### src/rtl/md_issue_ctrl_pkg.sv
// ----------------------------------------------------------------------------
// md_issue_ctrl_pkg
//   Shared definitions for the mul/div issue controller: the ALU control
//   codes that delimit the mul/div op range and the controller state
//   encoding.
// ----------------------------------------------------------------------------
package md_issue_ctrl_pkg;

    // The eight mul/div ops occupy one contiguous block of ALU control
    // codes: MUL, MULH, MULHSU, MULHU, DIV, DIVU, REM, REMU.
    // Only the two bounds are needed to classify an op.
    localparam logic [4:0] ALUCTRL_MUL  = 5'h10;
    localparam logic [4:0] ALUCTRL_REMU = 5'h17;

    typedef enum logic [1:0] {
        MD_STATE_IDLE  = 2'd0,  // no op outstanding
        MD_STATE_WAIT  = 2'd1,  // op issued, pipeline stalled until md_ready
        MD_STATE_DONE  = 2'd2,  // result presented to the EX instruction
        MD_STATE_DRAIN = 2'd3   // flushed op still in flight, result discarded
    } md_state_e;

endpackage

### src/rtl/md_issue_ctrl_watchdog.sv
// ----------------------------------------------------------------------------
// md_issue_ctrl_watchdog
//   Saturating wait counter with a sticky timeout flag.
//   Ports:
//     clk        clock, rising edge
//     rst        synchronous active-high reset
//     clear_i    restart the count (entry into a waiting state)
//     enable_i   count one more waited cycle
//     timeout_o  sticky, set once the count reaches TIMEOUT
// ----------------------------------------------------------------------------
module md_issue_ctrl_watchdog #(
    parameter int CNT_W   = 6,
    parameter int TIMEOUT = 40
) (
    input  logic clk,
    input  logic rst,
    input  logic clear_i,
    input  logic enable_i,
    output logic timeout_o
);

    logic [CNT_W-1:0] cnt_q, cnt_d;
    logic             flag_q, flag_d;

    always_comb begin
        cnt_d = cnt_q;
        // The entry cycle (issue or flush) is itself the first waited cycle,
        // so the count always equals cycles elapsed since entry.
        if (clear_i) begin
            cnt_d = CNT_W'(1);
        end else if (enable_i && (cnt_q != '1)) begin
            cnt_d = cnt_q + 1'b1;
        end
        flag_d = flag_q | (cnt_d == CNT_W'(TIMEOUT));
    end

    always_ff @(posedge clk) begin
        if (rst) begin
            cnt_q  <= '0;
            flag_q <= 1'b0;
        end else begin
            cnt_q  <= cnt_d;
            flag_q <= flag_d;
        end
    end

    assign timeout_o = flag_q;

endmodule

### src/rtl/md_issue_ctrl.sv
// ----------------------------------------------------------------------------
// md_issue_ctrl
//   EX-stage initiator for the multi-cycle mul/div unit. Issues a one-cycle
//   md_valid for a mul/div op, stalls the front of the pipeline until the
//   unit answers, registers and presents the result, and drains ops that
//   were flushed while in flight.
//   Ports:
//     clk, rst       clock; synchronous active-high reset
//     ex_valid       EX holds a valid instruction
//     ex_ctrl        ALU control of the EX instruction
//     ex_hold        downstream stall, EX must not advance
//     flush          kill the EX instruction
//     md_valid       one-cycle request to the mul/div unit
//     md_ready       unit result valid (one cycle)
//     md_result      unit result while md_ready
//     stall          hold IF/ID/EX
//     res_valid      res_data valid for the EX instruction
//     res_data       registered mul/div result
//     err_timeout    sticky: unit did not answer within TIMEOUT cycles
//     err_protocol   sticky: md_ready arrived with nothing outstanding
// ----------------------------------------------------------------------------
module md_issue_ctrl
    import md_issue_ctrl_pkg::*;
#(
    parameter int DATA_W  = 32,
    parameter int CTRL_W  = 5,
    parameter int TIMEOUT = 40,
    parameter int CNT_W   = 6
) (
    input  logic              clk,
    input  logic              rst,
    input  logic              ex_valid,
    input  logic [CTRL_W-1:0] ex_ctrl,
    input  logic              ex_hold,
    input  logic              flush,
    output logic              md_valid,
    input  logic              md_ready,
    input  logic [DATA_W-1:0] md_result,
    output logic              stall,
    output logic              res_valid,
    output logic [DATA_W-1:0] res_data,
    output logic              err_timeout,
    output logic              err_protocol
);

    md_state_e         state_q, state_d;
    logic [DATA_W-1:0] res_data_q, res_data_d;
    logic              err_protocol_q, err_protocol_d;
    logic              md_valid_c, stall_c, res_valid_c;
    logic              wd_clear, wd_enable, wd_timeout;
    logic              is_md;

    assign is_md = ex_valid
                && (ex_ctrl >= CTRL_W'(ALUCTRL_MUL))
                && (ex_ctrl <= CTRL_W'(ALUCTRL_REMU));

    // NOTE: every signal written here gets a default first, so no path
    // through the case leaves one unassigned and no latch is inferred.
    always_comb begin
        state_d     = state_q;
        res_data_d  = res_data_q;
        md_valid_c  = 1'b0;
        stall_c     = 1'b0;
        res_valid_c = 1'b0;
        wd_clear    = 1'b0;
        wd_enable   = 1'b0;

        unique case (state_q)
            MD_STATE_IDLE: begin
                // The only place md_valid can rise, so the unit never sees
                // a relaunch while it is returning to its own idle state.
                if (is_md && !flush) begin
                    md_valid_c = 1'b1;
                    stall_c    = 1'b1;
                    wd_clear   = 1'b1;
                    state_d    = MD_STATE_WAIT;
                end
            end
            MD_STATE_WAIT: begin
                stall_c = 1'b1;
                if (md_ready) begin
                    if (!flush) begin
                        res_data_d = md_result;
                        state_d    = MD_STATE_DONE;
                    end else begin
                        state_d = MD_STATE_IDLE;
                    end
                end else if (flush) begin
                    wd_clear = 1'b1;
                    state_d  = MD_STATE_DRAIN;
                end else begin
                    wd_enable = 1'b1;
                end
            end
            MD_STATE_DONE: begin
                // The op is still in EX here; it must not be issued again.
                res_valid_c = !flush;
                if (flush || !ex_hold) begin
                    state_d = MD_STATE_IDLE;
                end
            end
            MD_STATE_DRAIN: begin
                // A new op has to wait until the unit has returned the
                // killed op's result.
                stall_c = is_md;
                if (md_ready) begin
                    state_d = MD_STATE_IDLE;
                end else begin
                    wd_enable = 1'b1;
                end
            end
            default: state_d = MD_STATE_IDLE;
        endcase

        err_protocol_d = err_protocol_q
                       | (md_ready && ((state_q == MD_STATE_IDLE) || (state_q == MD_STATE_DONE)));
    end

    // NOTE: state registers use non-blocking assignments so every register
    // samples pre-edge values regardless of statement order.
    always_ff @(posedge clk) begin
        if (rst) begin
            state_q        <= MD_STATE_IDLE;
            res_data_q     <= '0;
            err_protocol_q <= 1'b0;
        end else begin
            state_q        <= state_d;
            res_data_q     <= res_data_d;
            err_protocol_q <= err_protocol_d;
        end
    end

    md_issue_ctrl_watchdog #(
        .CNT_W   (CNT_W),
        .TIMEOUT (TIMEOUT)
    ) u_watchdog (
        .clk       (clk),
        .rst       (rst),
        .clear_i   (wd_clear),
        .enable_i  (wd_enable),
        .timeout_o (wd_timeout)
    );

    // Registers only clear at the reset edge; gating keeps every output at
    // zero for the whole time rst is high.
    assign md_valid     = md_valid_c  & ~rst;
    assign stall        = stall_c     & ~rst;
    assign res_valid    = res_valid_c & ~rst;
    assign res_data     = rst ? '0 : res_data_q;
    assign err_timeout  = wd_timeout     & ~rst;
    assign err_protocol = err_protocol_q & ~rst;

endmodule
### config.mk
export PLATFORM = sky130hd
export DESIGN_NAME = md_issue_ctrl
export DESIGN_NICKNAME = d
export VERILOG_FILES = /design/src/rtl/md_issue_ctrl_pkg.sv /design/src/rtl/md_issue_ctrl_watchdog.sv /design/src/rtl/md_issue_ctrl.sv
export SDC_FILE = /design/constraint.sdc
export NUM_CORES = 1
export LEC_CHECK = 0
export ABC_AREA = 1
export CAP_MARGIN = 15
export CORE_MARGIN = 1
export CORE_UTILIZATION = 47
export CTS_CLUSTER_DIAMETER = 40
export DETAILED_ROUTE_END_ITERATION = 12
export PLACE_DENSITY_LB_ADDON = 0.25
export RECOVER_POWER = 100
export SYNTH_ARGS = -nofsm -noshare
export SYNTH_HDL_FRONTEND = slang
export SYNTH_SLANG_ARGS = --single-unit
### constraint.sdc
create_clock -name clk -period 2.7 [get_ports clk]
set_input_delay 0.27 -clock clk [delete_from_list [all_inputs] [get_ports clk]]
set_output_delay 0.27 -clock clk [all_outputs]
set_load 0.01 [all_outputs]
==> results_dict.tcl <==
set metrics [dict create \
    coreArea_um2 4350 \
    finalCritPeriodShare 0.844 \
    cts.clk_slew.worst_paths_ns 0.07 \
    finalHoldViolCount 0 \
    fin_crit_ns 2.28 \
    worstSetupPathType "primary input to output pin" \
    layout_common_cells "nor2_1 (81), inv_1 (44), dfxtp_1 (42), clkdlybuf4s50_1 (42), nand2_1 (37)" \
    cp-start-kind "primary input" \
    dr_total_vias 1912 \
    dp_worst_setup_slack_ns 0.589 \
    p_comb_frac 0.104 \
    worst_slack_ns 0.422 \
    wl_mm 4.26 \
    die_h_um 69.4 \
    synth.cell_area_um2 2130 \
    cts_buffers 5 \
    clock_path_buffers 2 \
    wl_per_cell_um 10.4 \
    setup_violations 0 \
    synthDistinctLibCells 22 \
    dieArea_um2 4810 \
    synthCells 282 \
    num-nets-final 401 \
    grt_max_degree 37 \
    postCtsHoldBufs 0 \
    post-route-drc-count 0 \
    grt_pass1_wl_mm 7.28 \
    cts_resized 0 \
    cp_num_buf_inv 3 \
    die_x_um 69.4 \
    clockPowerShare 0.387 \
    cpLargestDelayFamily "buffers and inverters" \
    drt_iter0_markers 78 \
    io_pins 80 \
    p_leak_uw 0.00124 \
    crit_fanout 30 \
    slowest_delay_ns 0.63 \
    final_antenna_net_count 0 \
    max_freq_ghz 0.439 \
    tightest_slew_ns 1.02 \
    grt-ovfl-total 0 \
    synthesis.nets 326 \
    groute.usage.overall 0.184 \
    diodes 0 \
    cp.required_ns 2.43 \
    whs_ns 0.460 \
    outcome "finished, final reports clean" \
    cp.arrival_ns 2.01 \
    gp_congestion 0.769 \
    maxSlewHeadroom 0.320 \
    numClockSinks 42 \
    power.switching_uw 275 \
    first_pass_iters 4 \
    crit_slowest_cell "dlygate4sd3_1" \
    synth-seq-cells 42 \
    power_frac_seq 0.510 \
    row_count 24 \
    p_per_area_nw_per_um2 420 \
    internal_power_uw 973 \
    grt_pass1_vias 1745 \
    syn_avg_cell_area_um2 7.57 \
    nFillCells 390 \
    clock_latency_ns 0.29 \
    layout-drive-gt1-share 0.120 \
    cts_tree "yes" \
    multiInputGateArea_um2 976 \
    final_common_cell "nor2_1" \
    fin_setup_tns_ns 0 \
    dp_hpwl_mm 3.11 \
    syn2layout_area_growth_pct 39.2 \
    cts.htree.levels 2 \
    slew_violations 0 \
    finClkSkew_ns 0.00456 \
    cap_violations 0 \
    swShare 0.220 \
    rsz0062_at_grt "false" \
    yosys_warnings 0 \
    path_cells "buf_2 > clkbuf_2 > nor2_1 > dlygate4sd3_1" \
    initial_core_util 0.490 \
    worstSetupEndpointType "output pin" \
    post-cts-setup-buffer-count 0 \
    cts_root_buf "clkbuf_8" \
    portBuffers 76 \
    viasPerCell 4.66 \
    synth_seq_area_share 0.394 \
    peakVddDrop_uv 258 \
    area.sequential_um2 841 \
    grt_antenna_before_repair 0 \
    hold_path_class "primary input to register" \
]
==> cell type report <==
class                   count  area share
well taps                  52      0.0219
clock inverters             3      0.0135
clock buffers               5      0.0232
flip-flops and latches     42       0.283
multi-input cells         178       0.329
inverters                  47      0.0594
repair buffers             83       0.270
==> per-stage QoR <==
| stage | area [um2] | std cells | util | power (uW) |
|---|---|---|---|---|
| floorplan | 2130 | 282 | - | 709 |
| global placement | 2940 | 402 | 0.676 | 790 |
| detailed placement | 2940 | 402 | 0.676 | 791 |
| CTS | 3050 | 410 | 0.701 | 1270 |
| global route | 2970 | 410 | 0.682 | 1300 |
| finish | 2970 | 410 | 0.682 | 1250 |
==> state kept, by name, summed over array words and instances (netlist names) <==
name	cells
u_watchdog.cnt_q	6
res_data_q	32
state_q	2
err_protocol_q	1
u_watchdog.timeout_o	1
==> cell usage after synthesis (all sizes together) <==
cell type	instances	area share
xor2	1	0.0041
nand3b	2	0.0070
dfxtp	42	0.39
inv	47	0.083
ha	1	0.0059
xnor2	2	0.0082
nand2	37	0.066
a31oi	1	0.0029
a211oi	33	0.19
a21oi	4	0.0094
nor3	1	0.0047
o21ai	4	0.0094
buf	8	0.030
clkbuf	7	0.012
nor2	85	0.16
nand3	7	0.016
==> cell families after synthesis <==
logic type	count (synthesis)	share of synthesized area
buffers and inverters	62	0.125
xor gates and xnor gates	3	0.0123
DFF	42	0.394
AOI/OAI and AO/OA	42	0.213
and+or+nand+nor	132	0.250
adders and majority gates	1	0.00586
==> final timing paths <==
path | startpoint | to | slack, ns | cells after the start
max | rst | res_data[23] | 0.42 | 4
max reg2reg | state_q[1] | res_data_q[10] | 0.69 | 7
min reg2reg | res_data_q[1] | res_data_q[1] | 0.47 | 2
min | rst | u_watchdog.cnt_q[3] | 0.46 | 2
==> power groups by stage <==
stage	Combinational, uW	Clock (uW)	Sequential [uW]
detailed placement	141	0	651
finish	129	483	636
global route	144	521	637
floorplan	60.4	0	649
CTS	142	497	636
global placement	139	0	650
==> per-layer routing <==
layer	wire length, um	vias to the layer above	global-route usage
met5	0	-	0
met4	90	0	0.0816
met3	235	8	0.0640
met2	2060	47	0.303
met1	1880	831	0.214
li1	-	1026	-
Note: power is estimated with default switching activity, not from simulation.
